File: src/rtl/fixed_linear_act_pkg.sv
// Shared types and helpers for the fused linear + activation block.
package fixed_linear_act_pkg;

  localparam int ACT_NONE  = 0;
  localparam int ACT_RELU  = 1;
  localparam int ACT_LEAKY = 2;

  typedef enum logic [1:0] {LOAD, ACCUM, EMIT} state_t;

  // Accumulator sized so a full dot product plus aligned bias cannot overflow.
  function automatic int acc_width(input int di_w, input int w_w, input int in_size);
    return di_w + w_w + $clog2(in_size) + 1;
  endfunction

endpackage

File: src/rtl/fixed_cast_act.sv
// One output element: round/truncate, saturate, then apply the activation.
module fixed_cast_act
  import fixed_linear_act_pkg::*;
#(
  parameter int ACC_W       = 20,
  parameter int IN_F        = 6,
  parameter int DO_W        = 8,
  parameter int DO_F        = 3,
  parameter int ACT_MODE    = ACT_RELU,
  parameter int LEAKY_SHIFT = 3,
  parameter int ROUND       = 1
) (
  input  logic signed [ACC_W-1:0] acc_i,
  output logic        [DO_W-1:0]  y_o
);

  localparam int SH = IN_F - DO_F;
  localparam int RW = ACC_W + 1;
  localparam logic signed [RW-1:0] HALF =
    (ROUND != 0 && SH > 0) ? (RW'(1) <<< ((SH > 0) ? SH - 1 : 0)) : '0;
  localparam logic signed [RW-1:0] MAXV = RW'((64'sd1 <<< (DO_W - 1)) - 64'sd1);
  localparam logic signed [RW-1:0] MINV = ~MAXV;

  logic signed [RW-1:0]   rnd, shf;
  logic signed [DO_W-1:0] sat;

  // Extra headroom bit keeps the half-LSB add from wrapping at the top of range.
  always_comb begin
    rnd = $signed({acc_i[ACC_W-1], acc_i}) + HALF;
    shf = rnd >>> SH;
    if (shf > MAXV)      sat = MAXV[DO_W-1:0];
    else if (shf < MINV) sat = MINV[DO_W-1:0];
    else                 sat = shf[DO_W-1:0];
    case (ACT_MODE)
      ACT_RELU:  y_o = sat[DO_W-1] ? '0 : sat;
      ACT_LEAKY: y_o = sat[DO_W-1] ? (sat >>> LEAKY_SHIFT) : sat;
      default:   y_o = sat;
    endcase
  end

endmodule

File: src/rtl/fixed_linear_act.sv
// Streaming fully-connected layer: buffer one input vector, replay it
// against weight blocks per output group, add bias, cast and activate.
module fixed_linear_act
  import fixed_linear_act_pkg::*;
#(
  parameter int DATA_IN_0_PRECISION_0        = 8,
  parameter int DATA_IN_0_PRECISION_1        = 3,
  parameter int DATA_IN_0_TENSOR_SIZE_DIM_0  = 8,
  parameter int DATA_IN_0_PARALLELISM_DIM_0  = 4,
  parameter int WEIGHT_PRECISION_0           = 8,
  parameter int WEIGHT_PRECISION_1           = 3,
  parameter int BIAS_PRECISION_0             = 8,
  parameter int BIAS_PRECISION_1             = 3,
  parameter int DATA_OUT_0_PRECISION_0       = 8,
  parameter int DATA_OUT_0_PRECISION_1       = 3,
  parameter int DATA_OUT_0_TENSOR_SIZE_DIM_0 = 8,
  parameter int DATA_OUT_0_PARALLELISM_DIM_0 = 4,
  parameter int ACT_MODE                     = ACT_RELU,
  parameter int LEAKY_SHIFT                  = 3,
  parameter int ROUND                        = 1
) (
  input  logic clk,
  input  logic rst,
  input  logic [DATA_IN_0_PARALLELISM_DIM_0-1:0][DATA_IN_0_PRECISION_0-1:0] data_in_0,
  input  logic data_in_0_valid,
  output logic data_in_0_ready,
  input  logic [DATA_IN_0_PARALLELISM_DIM_0*DATA_OUT_0_PARALLELISM_DIM_0-1:0][WEIGHT_PRECISION_0-1:0] weight,
  input  logic weight_valid,
  output logic weight_ready,
  input  logic [DATA_OUT_0_PARALLELISM_DIM_0-1:0][BIAS_PRECISION_0-1:0] bias,
  input  logic bias_valid,
  output logic bias_ready,
  output logic [DATA_OUT_0_PARALLELISM_DIM_0-1:0][DATA_OUT_0_PRECISION_0-1:0] data_out_0,
  output logic data_out_0_valid,
  input  logic data_out_0_ready
);

  localparam int DI_W = DATA_IN_0_PRECISION_0;
  localparam int DI_F = DATA_IN_0_PRECISION_1;
  localparam int W_W  = WEIGHT_PRECISION_0;
  localparam int W_F  = WEIGHT_PRECISION_1;
  localparam int B_F  = BIAS_PRECISION_1;
  localparam int DO_W = DATA_OUT_0_PRECISION_0;
  localparam int DO_F = DATA_OUT_0_PRECISION_1;
  localparam int IN_SIZE   = DATA_IN_0_TENSOR_SIZE_DIM_0;
  localparam int IN_PAR    = DATA_IN_0_PARALLELISM_DIM_0;
  localparam int OUT_SIZE  = DATA_OUT_0_TENSOR_SIZE_DIM_0;
  localparam int OUT_PAR   = DATA_OUT_0_PARALLELISM_DIM_0;
  localparam int IN_DEPTH  = IN_SIZE / IN_PAR;
  localparam int OUT_DEPTH = OUT_SIZE / OUT_PAR;
  localparam int P_W   = DI_W + W_W;
  localparam int P_F   = DI_F + W_F;
  localparam int BSH   = P_F - B_F;
  localparam int ACC_W = acc_width(DI_W, W_W, IN_SIZE);
  localparam int ICW   = (IN_DEPTH > 1) ? $clog2(IN_DEPTH) : 1;
  localparam int OCW   = (OUT_DEPTH > 1) ? $clog2(OUT_DEPTH) : 1;
  localparam logic [ICW-1:0] IN_LAST  = ICW'(IN_DEPTH - 1);
  localparam logic [OCW-1:0] OUT_LAST = OCW'(OUT_DEPTH - 1);

  if (IN_SIZE % IN_PAR != 0) begin : g_err_in
    $error("IN_SIZE must be a multiple of IN_PAR");
  end
  if (OUT_SIZE % OUT_PAR != 0) begin : g_err_out
    $error("OUT_SIZE must be a multiple of OUT_PAR");
  end
  if (BSH < 0) begin : g_err_bias
    $error("bias fraction exceeds product fraction");
  end
  if (P_F < DO_F) begin : g_err_cast
    $error("output fraction exceeds product fraction");
  end

  state_t                                  state_q, state_d;
  logic [ICW-1:0]                          in_cnt_q, in_cnt_d;
  logic [OCW-1:0]                          out_cnt_q, out_cnt_d;
  logic                                    din_rdy_q;
  logic [IN_DEPTH-1:0][IN_PAR-1:0][DI_W-1:0] vbuf_q;
  logic [IN_PAR-1:0][DI_W-1:0]             cur;
  logic [OUT_PAR-1:0][ACC_W-1:0]           acc_q, sum_d;
  logic [OUT_PAR-1:0][DO_W-1:0]            dout_q, cast_d;
  logic                                    last_beat, din_fire, w_fire, dout_fire;

  assign last_beat        = (in_cnt_q == IN_LAST);
  assign cur              = vbuf_q[in_cnt_q];
  assign data_in_0_ready  = din_rdy_q;
  assign din_fire         = din_rdy_q && data_in_0_valid;
  // On the last beat weight and bias must move together, so each ready
  // waits on the other side's valid.
  assign weight_ready     = (state_q == ACCUM) && (!last_beat || bias_valid);
  assign bias_ready       = (state_q == ACCUM) && last_beat && weight_valid;
  assign w_fire           = weight_valid && weight_ready;
  assign data_out_0_valid = (state_q == EMIT);
  assign dout_fire        = data_out_0_valid && data_out_0_ready;
  assign data_out_0       = dout_q;

  // Partial dot product for this beat; bias joins only on the last beat.
  always_comb begin
    for (int o = 0; o < OUT_PAR; o++) begin
      sum_d[o] = acc_q[o];
      for (int i = 0; i < IN_PAR; i++)
        sum_d[o] = sum_d[o] + ACC_W'(P_W'($signed(cur[i])) * P_W'($signed(weight[o*IN_PAR+i])));
      if (last_beat)
        sum_d[o] = sum_d[o] + (ACC_W'($signed(bias[o])) <<< BSH);
    end
  end

  for (genvar o = 0; o < OUT_PAR; o++) begin : g_cast
    fixed_cast_act #(
      .ACC_W(ACC_W), .IN_F(P_F), .DO_W(DO_W), .DO_F(DO_F),
      .ACT_MODE(ACT_MODE), .LEAKY_SHIFT(LEAKY_SHIFT), .ROUND(ROUND)
    ) u_cast (
      .acc_i(sum_d[o]),
      .y_o  (cast_d[o])
    );
  end

  // Next-state and counter updates.
  always_comb begin
    state_d   = state_q;
    in_cnt_d  = in_cnt_q;
    out_cnt_d = out_cnt_q;
    case (state_q)
      LOAD: if (din_fire) begin
        if (last_beat) begin
          in_cnt_d  = '0;
          out_cnt_d = '0;
          state_d   = ACCUM;
        end else in_cnt_d = in_cnt_q + ICW'(1);
      end
      ACCUM: if (w_fire) begin
        if (last_beat) begin
          in_cnt_d = '0;
          state_d  = EMIT;
        end else in_cnt_d = in_cnt_q + ICW'(1);
      end
      EMIT: if (dout_fire) begin
        in_cnt_d = '0;
        if (out_cnt_q == OUT_LAST) begin
          out_cnt_d = '0;
          state_d   = LOAD;
        end else begin
          out_cnt_d = out_cnt_q + OCW'(1);
          state_d   = ACCUM;
        end
      end
      default: state_d = LOAD;
    endcase
  end

  // Control registers; input ready is registered off the next state.
  always_ff @(posedge clk or posedge rst) begin
    if (rst) begin
      state_q   <= LOAD;
      in_cnt_q  <= '0;
      out_cnt_q <= '0;
      din_rdy_q <= 1'b0;
    end else begin
      state_q   <= state_d;
      in_cnt_q  <= in_cnt_d;
      out_cnt_q <= out_cnt_d;
      din_rdy_q <= (state_d == LOAD);
    end
  end

  // Vector buffer, accumulators and the held output block.
  always_ff @(posedge clk or posedge rst) begin
    if (rst) begin
      vbuf_q <= '0;
      acc_q  <= '0;
      dout_q <= '0;
    end else begin
      if (din_fire) vbuf_q[in_cnt_q] <= data_in_0;
      if (w_fire) begin
        if (last_beat) begin
          acc_q  <= '0;
          dout_q <= cast_d;
        end else acc_q <= sum_d;
      end
    end
  end

endmodule

File: config.mk
export PLATFORM = sky130hd
export DESIGN_NAME = fixed_linear_act
export DESIGN_NICKNAME = d
export VERILOG_FILES = /design/src/rtl/fixed_linear_act_pkg.sv /design/src/rtl/fixed_cast_act.sv /design/src/rtl/fixed_linear_act.sv
export SDC_FILE = /design/constraint.sdc
export NUM_CORES = 2
export LEC_CHECK = 0
export CORE_ASPECT_RATIO = 0.5
export CORE_MARGIN = 1
export CORE_UTILIZATION = 55
export CTS_CLUSTER_SIZE = 20
export DETAILED_ROUTE_END_ITERATION = 10
export PLACE_DENSITY = 0.77
export SLEW_MARGIN = 20
export SYNTH_ARGS = -nofsm -noshare
export SYNTH_HDL_FRONTEND = slang
export SYNTH_HIERARCHICAL = 1
export SYNTH_SLANG_ARGS = --single-unit
File: constraint.sdc
create_clock -name clk -period 25.6 [get_ports clk]
set_input_delay 5.12 -clock clk [delete_from_list [all_inputs] [get_ports clk]]
set_output_delay 5.12 -clock clk [all_outputs]
set_load 0.01 [all_outputs]
# --- Yosys cells after proc, flatten, opt, wreduce, memory -nomap -nowiden ---
# Index checks and enable logic that the tools add are counted.
word_totals:
  word_cells: 133
  memories: 0
  inputBits: 198
  register_bits: 181
  latchBits: 0
  ram_bits: 0
  romBits: 0
classes:
  magnitude_cmp: 10
  n_shift: 0
  n_mul: 16
  muxes: 39
  n_eq_ne: 6
  reduce_logical: 16
  add_sub_neg: 26
  n_div: 0
  n_bitwise: 0
ops:
  columns: ["operator", "n"]
  rows:
  - ["adder 20 bit", 20]
  - ["multiplier 8 x 8 -> 16 bit", 16]
  - ["2-to-1 mux 32 bit", 3]
  - ["adder 20 x 4 -> 21 bit (second input constant)", 4]
  - ["2-to-1 mux 20 bit", 4]
  - ["2-to-1 mux 80 bit", 1]
  - ["greater-than comparator 18 x 8 -> 1 bit (second input constant)", 4]
  - ["less-than comparator 18 x 8 -> 1 bit (second input constant)", 4]
  - ["bitwise mux 64 bit", 1]
  - ["2-to-1 mux 8 bit", 8]
  - ["demux 32 bit (select 1 bit)", 1]
  - ["2-to-1 mux 7 bit", 4]
  - ["2-to-1 mux 2 bit", 5]
  - ["2-to-1 mux 1 bit", 9]
  - ["AND reduction 4 bit", 2]
  - ["logical AND 1 bit", 7]
  - ["inequality test 2 bit (second input constant)", 3]
  - ["one-hot mux 2 bit (3 select lines)", 1]
  - ["zero test 2 bit", 2]
  - ["one-hot mux 1 bit (3 select lines)", 1]
  - ["nonzero test 3 bit", 1]
  - ["adder 1 bit (second input constant)", 2]
  - ["equality test 2 x 1 -> 1 bit (second input constant)", 1]
  - ["equality test 2 bit (second input constant)", 1]
  - ["8 further kinds", 8]

# --- Depth between registers and ports, before layout ---
logic_depth:
  depth_word: 14
  depth_mapped: 49
  ltp_nobuf: 46

# --- Cells and area by module ---
# Netlist, hierarchy kept.
modules_own_cells:
  columns: ["mod", "area_per_inst_um2", "cells_per_inst", "n_inst"]
  rows:
  - ["fixed_linear_act", 58263.4, 6329, 1]
  - ["fixed_cast_act", 484.2, 67, 4]

# --- Worst setup path after synthesis ---
# No wires, ideal clock.
synth_path:
  path_kind: "input to register"
  from: "in weight[74] in the netlist's numbering"
  to: "reg dout_q, in the netlist data_out_0[16]"
  slack_ns: 11.398
  stages: 41
  arrival_ns: 14.077
  n_path_buf: 0
  cell_sequence: "and2_1 -> fa_1 -> inv_1 -> fa_1 -> fa_1 -> fa_1 -> inv_1 -> ha_1 -> nor2b_1 -> o21ai_0 -> a21boi_0 -> o21ai_0 -> a21oi_1 -> o21ai_0 -> nand2b_1 -> a21o_1 -> a21oi_1 -> xnor2_1 -> (+5 left out) -> a221oi_1 -> nor2b_1 -> a311o_1 -> a21o_1 -> a21oi_1 -> xnor2_1 -> ha_1 -> a21o_1 -> a31oi_1 -> xnor2_1 -> nand2_1 -> xnor2_1 -> nand2_1 -> nor4_1 -> a31oi_1 -> a2bb2oi_2 -> a41oi_1 -> mux2_2"
synth_rtl:
  columns: ["element", "line_no", "rtl"]
  rows:
  - ["start, declared", "fixed_linear_act.sv:27", "input logic [DATA_IN_0_PARALLELISM_DIM_0*DATA_OUT_0_PARALLELISM_DIM_0-1:0][WEIGHT_PRECISION_0-1:0] weight,"]
  - ["end signal, assigned", "fixed_linear_act.sv:176", "dout_q <= cast_d;"]
  - ["end, declared", "fixed_linear_act.sv:80", "logic [OUT_PAR-1:0][DO_W-1:0] dout_q, cast_d;"]

==> results.txt <==
worst flop-to-flop path endpoint - data_out_0[22]
I/O Buffers - 233
crit end category - register
maximum root-to-sink buffer count - 2
Core ar. - 108100 um^2
Starting Density - 0.5571
die width - 469.9 um
HPWL Detailed - 134300 um
Hold Vio Cnt, Final - 0
final WL - 158900 um
H-tree depth - 4
Slowest Stage Delay on Critical Path - 0.56 ns
GPL Wtd Cong - 0.9730
initial antenna violation count - 11
Slew Viols, Final - 0
crit path kind - in -> reg
Clock Skews - 0.03275 ns
overall routing resource usage - 0.3010
clk slew on worst S/H paths - 0.08 ns
Root Driver - clkbuf_16
setup TNS - 0 ns
relative slew slack - 0.2004
mapped cell area - 60200 um^2
Synth Register Bits - 181
Die Y - 235.9 um
cell repeated most along the worst path - fa_1
layout cells sized above 1 - 0.04396
Detail Route Antenna Nets - 0
area grow syn2layout - 7.316%
Reg2Reg Setup Slack - 13.11 ns
First DRT Iteration DRCs - 3091
start point of the critical path - weight[64]
vias in the first global route - 46270
Worst-Skew Late Latency - 0.56 ns
Gate Count Post-Synth - 6597
Synth cell types - 78
Worst Setup Start Kind - input port
Nets - 8639
syn nets - 8515
placed cell area - 63980 um^2
Slowest-stage cell, CP - fa_1
Post-synth EDFFs - 0
first-pass GRT wire length - 257400 um
R2R cell count - 44
CTS tree - built
fin util - 0.5979
cts repair resizes - 0
achievable frequency - 64.29 MHz
Tmin final - 15.55 ns
outcome - finished, final reports clean
GRT overflow - 0
Async SR Flop Fraction - 1.000
row cnt - 85
endpoints failing setup - 0
R2R Path Start - in_cnt_q
Die ar. - 110900 um^2
max cap viols - 0
Hold Buf Count CTS - 0
CP max FO - 8
Hold Worst Slack - 0.4868 ns
Hold Crit Class - reg -> reg
clock buffer count from CTS - 17
WP data required - 26.03 ns
Boundary Pins - 234
CP endpoint - data_out_0[22]
Synth Flop Type - dfrtp_1
largest net degree at the start of global routing - 63
first-pass iteration count of the detailed router - 6
DR DRC count - 0
Post-CTS Repair Setup Buffers - 0
CTS Sinks - 181
Via density - 5.479
crit share post-route - 0.6076
Wirelength per Cell - 19.44 um
post-route cell area - 64600 um^2
synth warn - 6
worst-margin pin slew - 1.191 ns
crit path DAT - 15.99 ns
Mapped Avg Cell Area - 9.125 um^2
register area share after synthesis - 0.07524
Via Count - 44780
unrepaired setup endpoints after global routing - no
## synth_stat cells (all sizes together), types with 121 or more instances
master	count	area share
a21oi	174	0.015
and2	586	0.061
clkbuf	121	0.0075
dfrtp	181	0.075
fa	1108	0.37
ha	612	0.13
inv	1521	0.095
mux2	165	0.031
nand2	576	0.036
nor2	133	0.0083
nor2b	124	0.013
o21ai	168	0.014
xnor2	340	0.050
## flip-flops by register name, summed over array words and instances, names as in the netlist
| signal | count |
|---|---|
| state_q | 2 |
| data_out_0 | 32 |
| in_cnt_q | 1 |
| acc_q | 80 |
| out_cnt_q | 1 |
| data_in_0_ready | 1 |
| vbuf_q | 64 |
## worst max-delay path, delay by kind of cell
family,cells,cell delay [ns]
and+or+nand+nor,11,1.74
AOI/OAI and AO/OA,12,2.56
buffers and inverters,5,0.74
adders and majority gates,10,4.42
muxes,1,0.31
xor gates and xnor gates,4,1.10
## metrics by stage
stage / worst slack (ns) / instances
after detailed placement: 9.743 / 8137
after global placement: 9.835 / 8137
after global routing: 9.442 / 8171
after floorplan: 11.40 / 6597
after CTS: 10.27 / 8169
final: 10.05 / 8173
## cell families after synthesis
group                      after synthesis  share of synthesized area
AOI/OAI and AO/OA                      711                    0.07763
xor gates and xnor gates               434                    0.06485
adders and majority gates             1720                     0.4957
buffers and inverters                 1667                     0.1043
DFF                                    181                    0.07524
muxes                                  194                    0.03569
other                                    4                  0.0002493
and+or+nand+nor                       1686                     0.1464
## area by class of cell
| cell class | count | area [um^2] |
|---|---|---|
| diodes | 4 | 10.01 |
| clock buffers | 17 | 425.4 |
| clock inverters | 15 | 155.1 |
| fillers | 9074 | 43450 |
| inverters | 1521 | 5717 |
| multi-input cells | 4749 | 49500 |
| flip-flops and latches | 181 | 4533 |
| well taps | 1435 | 1795 |
| repair buffers | 251 | 2467 |
## per-layer routing
layer / up-vias / routed length, um / track usage
met1: 22620 / 70420 / 0.4248
met2: 1415 / 69630 / 0.4578
li1: 20560 / - / -
met3: 177 / 15250 / 0.08344
met4: 10 / 3550 / 0.07386
met5: - / 57 / 0
## layout by cell type (no fill, tap or decap), types with 38 or more instances in the layout
cell type | netlist | layout
o21a_1 | 50 | 49
xor2_1 | 89 | 88
xnor2_1 | 337 | 333
mux2_2 | 165 | 165
nor2b_1 | 124 | 123
dfrtp_1 | 181 | 180
nor2_1 | 133 | 132
clkdlybuf4s50_1 | 0 | 233
nand2_1 | 576 | 575
fa_1 | 1108 | 1108
nor3_1 | 55 | 55
nand2b_1 | 49 | 49
o21bai_1 | 38 | 38
and2_1 | 586 | 586
a21oi_1 | 169 | 169
ha_1 | 612 | 612
o21ai_0 | 163 | 163
a21o_1 | 97 | 97
inv_1 | 1521 | 1519
## worst min path at each step
stage	from	endpoint	slack, ns	cells past startpoint
floorplan	acc_q[17]	acc_q[17]	0.45	2
global placement	acc_q[17]	acc_q[17]	0.46	2
detailed placement	acc_q[35]	acc_q[35]	0.47	2
CTS	acc_q[35]	acc_q[35]	0.49	2
global route	acc_q[77]	acc_q[77]	0.52	2
finish	acc_q[35]	acc_q[35]	0.49	2
Power is left out: the tool's default activity adds up to more than one toggle a clock period on the data nets, which glitch-free logic cannot reach.
